--- src/rtl/bcd_combinational.sv ---
// Purpose: converts an 8-bit unsigned binary value into hundreds/tens/units BCD digits.
// Latency: digits are combinational (0 cycles); the *_q copies follow 1 cycle later.
// Backpressure: none; a new value is accepted and converted every cycle.
module bcd_combinational (
  input  logic       clk,
  input  logic       reset,
  input  logic [7:0] data,
  output logic [3:0] units,
  output logic [3:0] tens,
  output logic [1:0] hundreds,
  output logic [3:0] units_q,
  output logic [3:0] tens_q,
  output logic [1:0] hundreds_q
);

  // A BCD digit of 5 or more becomes 10 or more after the next shift. Adding 3
  // first makes the shift carry correctly into the next digit.
  function automatic logic [3:0] add3(input logic [3:0] d);
    return (d >= 4'd5) ? (d + 4'd3) : d;
  endfunction

  // Scratch vector for the unrolled conversion.
  // Bits [7:0] hold the binary value still to be shifted in.
  // Bits [11:8] hold units, [15:12] hold tens and [17:16] hold hundreds.
  // For inputs up to 255 the hundreds digit never exceeds 2, so two bits suffice
  // and nothing is lost off the top on the final shift.
  logic [17:0] w_shift;

  // Double dabble, unrolled over 8 bit-stages: adjust the digits, then shift left once per stage.
  always_comb begin
    w_shift = {10'd0, data};
    for (int i = 0; i < 8; i++) begin
      w_shift = {w_shift[17:16], add3(w_shift[15:12]), add3(w_shift[11:8]), w_shift[7:0]};
      w_shift = {w_shift[16:0], 1'b0};
    end
    units    = w_shift[11:8];
    tens     = w_shift[15:12];
    hundreds = w_shift[17:16];
  end

  // Registered copy of the digits; a synchronous reset clears only these registers.
  always_ff @(posedge clk) begin
    if (reset) begin
      units_q    <= 4'd0;
      tens_q     <= 4'd0;
      hundreds_q <= 2'd0;
    end else begin
      units_q    <= units;
      tens_q     <= tens;
      hundreds_q <= hundreds;
    end
  end

endmodule

--- config.mk ---
export PLATFORM = sky130hd
export DESIGN_NAME = bcd_combinational
export DESIGN_NICKNAME = d
export VERILOG_FILES = /design/src/rtl/bcd_combinational.sv
export SDC_FILE = /design/constraint.sdc
export NUM_CORES = 1
export LEC_CHECK = 0
export ABC_AREA = 1
export BUFFER_PORTS_ARGS = -buffer_cell sky130_fd_sc_hd__buf_2
export CAP_MARGIN = 20
export CORE_MARGIN = 2
export CORE_UTILIZATION = 50
export DETAILED_ROUTE_END_ITERATION = 8
export GPL_ROUTABILITY_DRIVEN = 0
export GPL_TIMING_DRIVEN = 0
export PLACE_DENSITY = 0.78
export SYNTH_ARGS = -nofsm -noshare
export SYNTH_HDL_FRONTEND = slang
export SYNTH_SLANG_ARGS = --single-unit
--- constraint.sdc ---
create_clock -name clk -period 4.01 [get_ports clk]
set_input_delay 0.2005 -clock clk [delete_from_list [all_inputs] [get_ports clk]]
set_output_delay 0.2005 -clock clk [all_outputs]
set_load 0.005 [all_outputs]
=== Yosys cells after proc, flatten, opt, wreduce, memory -nomap -nowiden ===
Cells that the tools add are included.

* Flip-flop bits (word level): 10
* Bits of input ports: 10
* Output and inout port bits: 20
* Logic and storage cells: 24

* Add/sub/neg operators: 7
* Magnitude comparators: 7
* Multiplexer cells: 7

{| class="wikitable"
|+ Operator list
! operator !! count
|-
| 2-to-1 mux 4 bit || 7
|-
| adder 4 x 2 -> 4 bit (second input constant) || 5
|-
| >= comparator 4 x 3 -> 1 bit (second input constant) || 5
|-
| adder 3 x 2 -> 4 bit (second input constant) || 2
|-
| >= comparator 3 bit (second input constant) || 2
|}

=== Longest topological paths before layout ===
Gate-level depths: netlist of the first run.

* Depth after elaboration: 10
* Gate-level depth with buffers: 33

=== Least setup slack after synthesis of the first run ===
OpenSTA, ideal clock, no wires.

* Kind: input to output
* From: input port data[6]
* To: output port tens[1]
* Arrival time: 3.023 ns
* Data required time: 3.809 ns
* Setup slack: 0.786 ns
* Stages: 32
* Path buffers: 0
* Cells stage by stage: inv_1 > ha_1 > nand2_2 > nand2_1 > nand2_1 > nand2_1 > ha_1 > inv_1 > nand2_1 > nand3_1 > nand2_1 > nand2_1 > nand2_1 > inv_1 > ha_1 > inv_1 > or2_2 > nand3_2 > nand3_1 > nand3_2 > nand2_2 > nand2_2 > nand2_2 > ha_1 > inv_1 > nand2_1 > nand2_1 > inv_2 > nand2_1 > nand2_1 > nand2_1 > inv_1

* Cells in the longest elaborated chain, start to end: 10
* Elaborated cells on any way between the ends: 18

{| class="wikitable"
|+ RTL lines
! element !! RTL line !! RTL
|-
| start: declaration || 7 || <nowiki>input logic [7:0] data,</nowiki>
|-
| adder 3 x 2 -> 4 bit or >= comparator 3 bit (tied branches) || 19 || <nowiki>return (d >= 4'd5) ? (d + 4'd3) : d;</nowiki>
|-
| 2-to-1 mux 4 bit * || 19 ||
|-
| adder 4 x 2 -> 4 bit or >= comparator 4 x 3 -> 1 bit (tied branches) || 19 ||
|-
| 2-to-1 mux 4 bit || 19 ||
|-
| >= comparator 4 x 3 -> 1 bit or adder 4 x 2 -> 4 bit (tied branches) || 19 ||
|-
| 2-to-1 mux 4 bit || 19 ||
|-
| adder 4 x 2 -> 4 bit, or another cell as far along || 19 ||
|-
| 2-to-1 mux 4 bit || 19 ||
|-
| adder 4 x 2 -> 4 bit or >= comparator 4 x 3 -> 1 bit (tied branches) || 19 ||
|-
| 2-to-1 mux 4 bit * || 19 ||
|-
| end: declaration || 9 || <nowiki>output logic [3:0] tens,</nowiki>
|}

Mark *: on every way between the ends. The rest lies on a longest branch, timed or not.

=== Worst setup path after layout of the first run ===
* From: input port data[6]
* To: output port tens[2]

The elaborated chain is that of the path after synthesis.

==> impl_metrics.ini, run 1 <==
[finish]
n_antenna_cell = 0
final_common_cell = nand2_1
fin_nets = 209
mostFrequentLayoutCells = nand2_1, buf_2, inv_1
nFillCells = 169
fin_cells = 215
drive_above_1_share_pct = 37.9
syn2layout_area_growth_pct = 24.4

[synthesis]
yosysTopAreaCell = dfxtp_1
netlist_top_cells_area = dfxtp_1, nand2_1, inv_1
synth-seq-area-share_pct = 20.9
yosys_warnings = 0
syn_area_per_cell_um2 = 6.06
syn_nets = 175
netlist_area_um2 = 957
synth_cell_types = 24
syn_inst = 158
netlist.area_leader.share_pct = 20.9
synth-seq-cells = 10

[clock_tree]
clockRootBuffer = clkbuf_4
cts.sinks = 10
clk_pin_slew_ns = 0.06
h-tree-depth = 1
cts_tree = built
ctsHoldBuffers = 0
clockBufferDepth = 2
cts_made_buffers = 3

[placement]
dp_hpwl_um = 1740
portBuffers = 28
placed_cells = 211

[routing]
ant_nets = 0
drc = 0
vias = 1040
wire_per_inst_um = 10.1
routed_via_density = 4.84
dr.pass1.iters = 4
routed_wl_um = 2160
drt_iter0_drc = 16

[pwr]
p_total_mw = 0.499
p_leak_nw = 0.733
peakVddDrop_mv = 0.161
pwr_density_cell_nw_per_um2 = 419

[critical_path]
crit_type = input port to output pin
cp_data_required_time_ns = 3.81
cp.arrival_ns = 3.46
cpMaxStageDelayCell = or2_2
cp_max_fo = 4
cp-end-kind = output pin
cpPeakStageDelay_ns = 0.28
crit_top_cell = nand2_2
cp-start-kind = input port
critPathLaunch = data[6]

[floorplanning]
dieArea_um2 = 2280
initial_core_util_pct = 54.3
row_count = 15
pin_count = 30
die_w_um = 47.8
design.core.area_um2 = 1760
die_h_um = 47.8

[sta]
fin_setup_tns_ns = 0
max_freq_mhz = 273
slew_headroom_pct = 66.3
min_period_ns = 3.66
hold_viol_final = 0
setup_viol = 0
final-max-slew-violation-count = 0
tightest_slew_ns = 0.502
min_period_over_period_pct = 91.3

[min_path]
holdCritPathClass = input port to register
hold_depth = 3
holdCritStartpoint = data[0]

[global_routing]
grt_pass1_wl_um = 3170
grt_start_max_net_pins = 11
antenna_found_initial = 0
grt_use_total_pct = 19.4
grt_pass1_vias = 843
overflow = 0

[run_status]
status = completed

[job]
drv_cap = 0
## final cells by class
type,instances,area (um^2),area share (%)
Buffer,2,11.3,0.945
Clock buffer,3,22.5,1.89
Inverter,31,116,9.77
Multi-Input combinational cell,115,662,55.6
Sequential cell,10,200,16.8
Tap cell,25,31.3,2.63
Timing Repair Buffer,29,148,12.4
## power by group
part,switching [mW],total (mW),internal (mW)
combinational,0.188,0.307,0.119
sequential,0.00414,0.124,0.120
clock,0.0331,0.0677,0.0346
total,0.225,0.499,0.274
## flip-flops by register name, indices dropped and copies added, names as in the netlist
| register | count |
|---|---|
| hundreds_q | 2 |
| tens_q | 4 |
| units_q | 4 |
## worst paths after layout
check | slack [ns] | to
max | 0.35 | tens[2]
min | 0.15 | units_q[0]
## worst max-delay path: cells and delay by family
family                     cells  cell delay (ns)
buffers and inverters          9             0.64
and+or+nand+nor               20             1.89
adders and majority gates      4             0.71
## timing repair
action                     in CTS  in global routing
buffers inserted                0                  1
resized for setup               0                 11
setup endpoints to repair       0                  4
## layer usage
layer  global-route usage (%)  vias up  wire (um)  part of all wire (%)
li1                         -      553          -                     -
met1                     20.9      458        827                    38
met2                     36.0       25       1210                    56
met3                     2.64        4         79                   3.7
met4                     10.3        0         48                   2.2
met5                        0        -          0                     0
## kinds of logic (layout without fill, tap and decap cells)
logic type                 count (synthesis)  after routing  share of synthesized area [%]
AOI/OAI and AO/OA                         12             12                           9.02
buffers and inverters                     33             65                           13.3
and+or+nand+nor                           96             96                           47.6
DFF                                       10             10                           20.9
adders and majority gates                  7              7                           9.15
## Yosys cell counts (all sizes together)
| cell | number |
|---|---|
| nor2b | 1 |
| a31oi | 1 |
| buf | 1 |
| or2 | 1 |
| o211ai | 1 |
| nor3 | 2 |
| nor2 | 13 |
| inv | 31 |
| nand3 | 19 |
| a31o | 1 |
| o21ai | 5 |
| nand3b | 1 |
| clkbuf | 1 |
| a21oi | 3 |
| dfxtp | 10 |
| nand2 | 59 |
| a21boi | 1 |
| ha | 7 |
## per-stage QoR
stage | worst slack (ns) | util, % | cell area [um^2] | hold slack, ns
after floorplan | 0.786 | - | 957 | 0.307
after global placement | 0.338 | 64.0 | 1130 | 0.420
after detailed placement | 0.157 | 64.0 | 1130 | 0.425
after CTS | 0.150 | 65.2 | 1150 | 0.148
after global routing | -0.00957 | 67.5 | 1190 | 0.148
final | 0.349 | 67.5 | 1190 | 0.148
(Power assumes the default switching activity.)
==> run 2, diff against run 1 <==
Settings changed: CORE_UTILIZATION 50 to 45, PLACE_DENSITY 0.78 to 0.72.
==> impl_metrics.ini, run 2 (synthesized netlist as in run 1, its figures left out) <==
[run_status]
status = completed

[routing]
dr.pass1.iters = 4
routed_wl_um = 2070
wire_per_inst_um = 9.48
ant_nets = 0
drc = 0
routed_via_density = 4.72
drt_iter0_drc = 10
vias = 1028

[critical_path]
crit_type = input port to output pin
cpPeakStageDelay_ns = 0.30
crit_family = simple AND/OR/NAND/NOR gates
cp_max_fo = 5
cp.arrival_ns = 3.51
cp-end-kind = output pin
crit_buf_inv = 9
cpMaxStageDelayCell = or2_2
crit_top_cell = nand2_1
cp-start-kind = input port
cp_data_required_time_ns = 3.81

[finish]
reg_top3 = tens_q (4), units_q (4), hundreds_q (2)
final_common_cell = nand2_1
n_antenna_cell = 0
fin_nets = 210
fin_cells = 218
syn2layout_area_growth_pct = 28.4
drive_above_1_share_pct = 37.2
fin_util_pct = 62.0
nFillCells = 187
fin_area_um2 = 1230
mostFrequentLayoutCells = nand2_1, buf_2, inv_1

[sta]
fin_setup_tns_ns = 0
hold_viol_final = 0
max_freq_mhz = 269
min_period_over_period_pct = 92.6
tightest_slew_ns = 0.490
min_period_ns = 3.71
setup_viol = 0
slew_headroom_pct = 67.1
final-max-slew-violation-count = 0

[clock_tree]
clk_pin_slew_ns = 0.05
cts_tree = built
cts_made_buffers = 3
clockBufferDepth = 2
clockRootBuffer = clkbuf_4
h-tree-depth = 1
cts.sinks = 10

[floorplanning]
dieArea_um2 = 2510
design.core.area_um2 = 1980
pin_count = 30
die_h_um = 50.1
row_count = 16
die_w_um = 50.1
initial_core_util_pct = 48.3

[global_routing]
antenna_found_initial = 0
grt_use_total_pct = 18.0
grt_start_max_net_pins = 11
grt_pass1_vias = 947
grt_pass1_wl_um = 3590
overflow = 0

[pwr]
peakVddDrop_mv = 0.178
p_leak_nw = 0.746
p_total_mw = 0.504
pwr_density_cell_nw_per_um2 = 410

[placement]
dp_hpwl_um = 1690
portBuffers = 28
place_area_um2 = 1130
placed_cells = 213

[min_path]
holdCritPathClass = input port to register

[job]
drv_cap = 0
run 2: what timing repair did:
action | CTS | global route
setup buffers | 0 | 2
resized for setup | 0 | 14
hold buffers | 0 | 0
setup endpoints to repair | 0 | 4
run 2: report_power, final:
group / switching (mW) / internal, mW / leakage (nW)
clock network: 0.0287 / 0.0343 / 0.0138
registers: 0.00400 / 0.120 / 0.0830
logic: 0.190 / 0.127 / 0.649
run 2: tightest hold or removal path: cells and delay by family:
family	cells	cell delay [ns]
buffers and inverters	2	0.12
and+or+nand+nor	1	0.06
run 2: cell type report:
type                    instances  area (um^2)  area share, %
multi-input cells             115          689           56.1
plain buffers                   2         11.3          0.916
well taps                      27         33.8           2.75
flip-flops and latches         10          200           16.3
repair buffers                 30          155           12.6
inverters                      31          116           9.47
clock buffers                   3         22.5           1.83
run 2: stage by stage:
stage | worst slack (ns) | hold WS (ns)
6_report | 0.297 | 0.164
5_1_grt | -0.0181 | 0.199
4_1_cts | 0.155 | 0.157
3_5_place_dp | 0.163 | 0.426
3_3_place_gp | 0.337 | 0.414
2_1_floorplan | 0.786 | 0.307
run 2: path summary, 6_finish.rpt:
kind                    start         end  slack [ns]  cells past startpoint
worst min-delay path  data[0]  units_q[0]        0.16                      3
worst max-delay path  data[6]     tens[2]        0.30                     34
run 2: metal layers:
metal	global-route usage [%]	vias up	share of wire, %	routed length (um)
met5	0	-	0	0
met4	8.80	0	1.0	21
met3	2.12	2	3.4	70
met2	35.5	24	56	1160
met1	17.9	448	39	810
li1	-	554	-	-
